File: config.mk
export PLATFORM = sky130hd
export DESIGN_NAME = round_sat_pipe
export DESIGN_NICKNAME = d
export VERILOG_FILES = /design/src/rtl/round_sat_pipe.sv
export SDC_FILE = /design/constraint.sdc
export NUM_CORES = 1
export LEC_CHECK = 0
export ABC_AREA = 1
export BUFFER_PORTS_ARGS = -buffer_cell sky130_fd_sc_hd__buf_2
export CELL_PAD_IN_SITES_DETAIL_PLACEMENT = 0
export CELL_PAD_IN_SITES_GLOBAL_PLACEMENT = 2
export CORE_MARGIN = 2
export CORE_UTILIZATION = 30
export CTS_CLUSTER_DIAMETER = 80
export DETAILED_ROUTE_END_ITERATION = 12
export GPL_TIMING_DRIVEN = 0
export HOLD_SLACK_MARGIN = 0.05
export PLACE_DENSITY_LB_ADDON = 0.15
export SYNTH_ARGS = -nofsm -noshare
export SYNTH_HDL_FRONTEND = slang
export SYNTH_SLANG_ARGS = --single-unit
File: constraint.sdc
create_clock -name clk -period 3.9 [get_ports clk]
set_input_delay 0.195 -clock clk [delete_from_list [all_inputs] [get_ports clk]]
set_output_delay 0.195 -clock clk [all_outputs]
set_load 0.02 [all_outputs]
File: src/rtl/round_sat_pipe.sv
// Two-stage multi-lane width reducer: stage 1 rounds (truncate / half-up / half-even),
// stage 2 clamps to the output range. Optional ROUND_SAT_STATS_EN adds the sat_count port.
module round_sat_pipe #(
  parameter int unsigned IN_W   = 16,
  parameter int unsigned OUT_W  = 8,
  parameter int unsigned LANES  = 4,
  parameter int unsigned SIGNED = 1
) (
  input  logic                   clk,
  input  logic                   rst,
  input  logic                   in_valid,
  output logic                   in_ready,
  input  logic [1:0]             in_mode,
  input  logic [LANES*IN_W-1:0]  din,
  output logic                   out_valid,
  input  logic                   out_ready,
  output logic [LANES*OUT_W-1:0] dout,
  output logic [LANES-1:0]       sat
`ifdef ROUND_SAT_STATS_EN
  ,
  output logic [15:0]            sat_count
`endif
);

  localparam int F  = int'(IN_W) - int'(OUT_W);
  localparam int SW = int'(OUT_W) + 1;
  localparam bit Sgn = (SIGNED != 0);
  localparam logic [OUT_W-1:0] SMin = OUT_W'(1) << (OUT_W - 1);
  localparam logic [OUT_W-1:0] SMax = ~SMin;

  logic                   s1_valid, s2_valid;
  logic                   s1_load, s2_load;
  logic [LANES*SW-1:0]    s1_d, s1_q;
  logic [LANES*OUT_W-1:0] dout_d;
  logic [LANES-1:0]       sat_d;

  assign s2_load   = !s2_valid || out_ready;
  assign s1_load   = !s1_valid || s2_load;
  assign in_ready  = s1_load;
  assign out_valid = s2_valid;

  for (genvar k = 0; k < int'(LANES); k++) begin : g_lane
    logic [IN_W-1:0]  x;
    logic [SW-1:0]    s_rnd;
    logic [SW-1:0]    s2_in;
    logic [OUT_W-1:0] lane_out;
    logic             lane_sat;

    assign x = din[k*IN_W +: IN_W];

    if (F > 0) begin : g_rnd
      localparam logic [F-1:0] Half = F'(1) << (F - 1);
      logic [OUT_W-1:0] ip;
      logic [F-1:0]     r;
      logic             ext;
      logic             inc;

      assign ip  = x[IN_W-1:F];
      assign r   = x[F-1:0];
      assign ext = Sgn ? ip[OUT_W-1] : 1'b0;

      always_comb begin
        inc = 1'b0;
        case (in_mode)
          2'd0:    inc = 1'b0;
          2'd1:    inc = (r >= Half);
          default: inc = (r > Half) || ((r == Half) && ip[0]);
        endcase
      end

      // One extra MSB keeps the +1 carry so stage 2 can see the overflow.
      assign s_rnd = {ext, ip} + SW'(inc);
    end else begin : g_ext
      logic unused_mode;
      assign unused_mode = ^in_mode;
      assign s_rnd = {{(SW - int'(IN_W)){Sgn & x[IN_W-1]}}, x};
    end

    assign s1_d[k*SW +: SW] = s_rnd;
    assign s2_in = s1_q[k*SW +: SW];

    always_comb begin
      lane_out = s2_in[OUT_W-1:0];
      lane_sat = 1'b0;
      if (Sgn) begin
        // Top two bits disagree only when the value left the OUT_W signed range.
        if (s2_in[OUT_W] != s2_in[OUT_W-1]) begin
          lane_sat = 1'b1;
          lane_out = s2_in[OUT_W] ? SMin : SMax;
        end
      end else if (s2_in[OUT_W]) begin
        lane_sat = 1'b1;
        lane_out = '1;
      end
    end

    assign dout_d[k*OUT_W +: OUT_W] = lane_out;
    assign sat_d[k]                 = lane_sat;
  end

  always_ff @(posedge clk) begin
    if (rst) begin
      s1_valid <= 1'b0;
      s2_valid <= 1'b0;
      s1_q     <= '0;
      dout     <= '0;
      sat      <= '0;
    end else begin
      if (s1_load) s1_valid <= in_valid;
      if (in_valid && s1_load) s1_q <= s1_d;
      if (s2_load) begin
        s2_valid <= s1_valid;
        if (s1_valid) begin
          dout <= dout_d;
          sat  <= sat_d;
        end
      end
    end
  end

`ifdef ROUND_SAT_STATS_EN
  always_ff @(posedge clk) begin
    if (rst) begin
      sat_count <= '0;
    end else if (out_valid && out_ready && (|sat) && (sat_count != 16'hFFFF)) begin
      sat_count <= sat_count + 16'd1;
    end
  end
`endif

endmodule

==> impl_metrics.prom <==
# TYPE chip_impl_metric gauge
chip_impl_info{name="status",value="completed"} 1
chip_impl_metric{name="cts.sink_count",unit=""} 74
chip_impl_metric{name="chip_width",unit="µm"} 112
chip_impl_metric{name="cts_hold_buf",unit=""} 0
chip_impl_metric{name="setup-violations-final",unit=""} 0
chip_impl_metric{name="synth_area_per_cell",unit="µm²"} 7.46
chip_impl_metric{name="ctsLongestPathBuffers",unit=""} 2
chip_impl_metric{name="max_clock_freq",unit="GHz"} 0.619
chip_impl_metric{name="post_detailed_route_count_of_antenna_violating_nets",unit=""} 0
chip_impl_info{name="cp-start-kind",value="primary input"} 1
chip_impl_metric{name="netlist.area_leader.share",unit="%"} 42.6
chip_impl_metric{name="ys_seq_area_share",unit="%"} 42.6
chip_impl_info{name="ys_top_cells_by_area",value="sky130_fd_sc_hd__dfxtp_1 43%, sky130_fd_sc_hd__nand2_1 9.0%, sky130_fd_sc_hd__o21ai_0 6.9%"} 1
chip_impl_metric{name="yosys_warnings",unit=""} 0
chip_impl_info{name="synth_flop_cell",value="sky130_fd_sc_hd__dfxtp_1"} 1
chip_impl_metric{name="synth.ff_latch_count",unit=""} 74
chip_impl_metric{name="place_inst",unit=""} 716
chip_impl_metric{name="p_leak",unit="nW"} 2.13
chip_impl_metric{name="track_usage",unit="%"} 16.0
chip_impl_metric{name="synthToLayoutAreaGrowth",unit="%"} 29.1
chip_impl_metric{name="synth-edff-count",unit=""} 0
chip_impl_metric{name="final_layout_size_suffix_gt1_share",unit="%"} 25.1
chip_impl_info{name="crit_slowest_cell",value="sky130_fd_sc_hd__ha_1"} 1
chip_impl_metric{name="post_cts.repair.setup_buffers",unit=""} 0
chip_impl_metric{name="grt_remaining_overflow",unit=""} 0
chip_impl_metric{name="htreeDepth",unit=""} 3
chip_impl_info{name="tritoncts",value="yes"} 1
chip_impl_metric{name="timing_worst_slew_pin_value",unit="ps"} 495
chip_impl_metric{name="grt_first_pass_wirelength",unit="mm"} 16.0
chip_impl_metric{name="core-area",unit="µm²"} 11400
chip_impl_metric{name="die_area",unit="µm²"} 12500
chip_impl_metric{name="final_period_minus_worst_setup_slack",unit="ps"} 1620
chip_impl_metric{name="first_global_vias",unit=""} 3169
chip_impl_metric{name="floorplan.io_pins",unit=""} 108
chip_impl_metric{name="timing_hold_violations_final",unit=""} 0
chip_impl_info{name="rsz0062_at_grt",value="no"} 1
chip_impl_metric{name="max-vdd-ir-drop",unit="µV"} 286
chip_impl_metric{name="via_count",unit=""} 3335
chip_impl_metric{name="worst-endpoint-required",unit="ps"} 4160
chip_impl_metric{name="initial_utilization",unit="%"} 30.6
chip_impl_metric{name="finalWeightedCongestion",unit=""} 0.766
chip_impl_metric{name="grt_max_degree",unit=""} 12
chip_impl_metric{name="tns",unit="ps"} 0
chip_impl_metric{name="clock_skew",unit="ps"} 3.99
chip_impl_metric{name="drtPass1Iterations",unit=""} 4
chip_impl_metric{name="syn_inst",unit=""} 466
chip_impl_metric{name="port_buffers",unit=""} 107
chip_impl_info{name="cts_root_buf",value="sky130_fd_sc_hd__clkbuf_16"} 1
chip_impl_metric{name="worst_ep_arrival_time",unit="ps"} 1870
chip_impl_info{name="hp-class",value="primary input to flip-flop"} 1
chip_impl_metric{name="fin_hold_ws",unit="ps"} 165
chip_impl_metric{name="antenna_found_initial",unit=""} 0
chip_impl_metric{name="route.detailed.wl_per_inst",unit="µm"} 13.4
chip_impl_metric{name="nets",unit=""} 670
chip_impl_metric{name="clk-insertion-delay-late",unit="ps"} 330
chip_impl_info{name="synth_commonest_cells",value="83 x sky130_fd_sc_hd__nand2_1, 74 x sky130_fd_sc_hd__dfxtp_1, 48 x sky130_fd_sc_hd__nor2_1, 48 x sky130_fd_sc_hd__o21ai_0, 34 x sky130_fd_sc_hd__a21oi_1"} 1
chip_impl_metric{name="synth_nets",unit=""} 552
chip_impl_metric{name="vias_per_cell",unit=""} 4.56
chip_impl_metric{name="cts-buffers-inserted",unit=""} 9
chip_impl_metric{name="cp_slowest_stage_delay",unit="ps"} 200
chip_impl_metric{name="drt_drc_violations_left",unit=""} 0
chip_impl_metric{name="cts_resized",unit=""} 0
chip_impl_metric{name="cts.clk_slew.worst_paths",unit="ps"} 50
chip_impl_metric{name="power_per_cell_area",unit="nW/µm²"} 442
chip_impl_metric{name="max_slew_violation_total_from_the_final_report",unit=""} 0
chip_impl_info{name="worst_setup_path_end_kind",value="flip-flop"} 1
chip_impl_info{name="crit_top_cell",value="sky130_fd_sc_hd__nand2_1"} 1
chip_impl_metric{name="finalNonFillerCells",unit=""} 732
chip_impl_metric{name="drt-initial-drc-count",unit=""} 151
chip_impl_metric{name="totalWireLength",unit="mm"} 9.80
chip_impl_metric{name="antenna-diode-count",unit=""} 0
chip_impl_info{name="synth_area_leader_cell",value="sky130_fd_sc_hd__dfxtp_1"} 1
chip_impl_info{name="critical_path_class",value="primary input to flip-flop"} 1
chip_impl_metric{name="place.detailed.hpwl",unit="mm"} 7.93
chip_impl_metric{name="max_cap_violations",unit=""} 0
chip_impl_metric{name="synth_async_reset_ratio",unit="%"} 0
chip_impl_metric{name="synth.cell_area",unit="µm²"} 3480
chip_impl_metric{name="max-slew-margin-rel",unit="%"} 67.0
chip_impl_metric{name="synth.lib_cells_used.distinct",unit=""} 27
chip_impl_info{name="yosys.cell_count.top_type",value="sky130_fd_sc_hd__nand2_1"} 1
chip_impl_info{name="crit_chain",value="buf_2 > inv_1 > nand2_1 > nand2_1 > nand2_1 > a41oi_1 > ha_1 > ha_1 > nand2_1 > nor2_1 > nand2_1 > nand2_1 > nand3_1 > a21oi_1"} 1
chip_impl_metric{name="rows",unit=""} 39
chip_impl_metric{name="crit_fanout",unit=""} 4
chip_impl_metric{name="die_y",unit="µm"} 112
chip_impl_metric{name="timing.final.crit_share",unit="%"} 41.4
[critical path: cells and delay by family]
family                     cells  cell delay, ps
buffers and inverters          2             200
and+or+nand+nor                8             780
AOI/OAI and AO/OA              2             300
adders and majority gates      2             400
[power by group]
group / switching (mW) / internal [mW]
clock network: 0.289 / 0.529
logic: 0.199 / 0.121
registers: 0.0332 / 0.814
[cell usage in the layout (no fill, tap or decap), drive strengths merged]
master and count:
clkbuf 25, bufinv 1, nor2 48, buf 125, a21oi 35, o21ai 64
clkinv 1, nor4 1, a41oi 2, xnor2 3, and3 2, or2 4
ha 16, o21bai 3, a31oi 29, inv 33, nand4 3, nand3 24
nor3 4, xor2 8, nand2 84, dfxtp 74
[logic make-up after synthesis]
logic type	after synthesis	share of synthesized area [%]
AOI/OAI and AO/OA	133	20.7
xor gates and xnor gates	11	2.77
adders and majority gates	16	5.76
buffers and inverters	62	7.88
DFF	74	42.6
and+or+nand+nor	170	20.3
[cell type report]
cell class | count | area (µm²)
fill | 1253 | 6880
multi-input combinational | 330 | 1720
sequential | 74 | 1480
timing repair buffer | 107 | 536
clock buffer | 14 | 264
tap | 143 | 179
buffer | 29 | 150
inverter | 33 | 124
clock inverter | 2 | 35.0
[final timing paths]
path	from	end	slack (ps)	cells after the start
setup / recovery	in_mode[1]	s1_q[6]	2280	14
hold / removal	din[15]	s1_q[8]	170	3
setup reg to reg	s1_q[25]	dout[19]	2310	6
hold reg to reg	dout[7]	dout[7]	470	2
[per-stage QoR]
stage | power [mW] | cell area (µm²) | utilization (%) | setup WS [ps]
3_3_place_gp | 1.18 | 4190 | 36.9 | 1940
6_report | 1.99 | 4490 | 39.5 | 2280
5_1_grt | 2.09 | 4490 | 39.5 | 2020
3_5_place_dp | 1.18 | 4190 | 36.9 | 1900
2_1_floorplan | 1.05 | 3480 | - | 2340
4_1_cts | 2.01 | 4490 | 39.5 | 2250
[flip-flops by register name (all words and copies together) (netlist names)]
register	flops
s1_q	36
dout	32
sat	4
out_valid	1
s1_valid	1
[routing by layer]
layer | wire (µm) | global-route usage, % | part of all wire (%) | vias up
met5 | 0 | 0 | 0 | -
met4 | 114 | 4.69 | 1.2 | 0
met3 | 572 | 3.86 | 5.8 | 8
met2 | 3820 | 22.3 | 39 | 102
met1 | 5290 | 24.2 | 54 | 1414
li1 | - | - | - | 1811
Power figures use the tool's default switching activity.
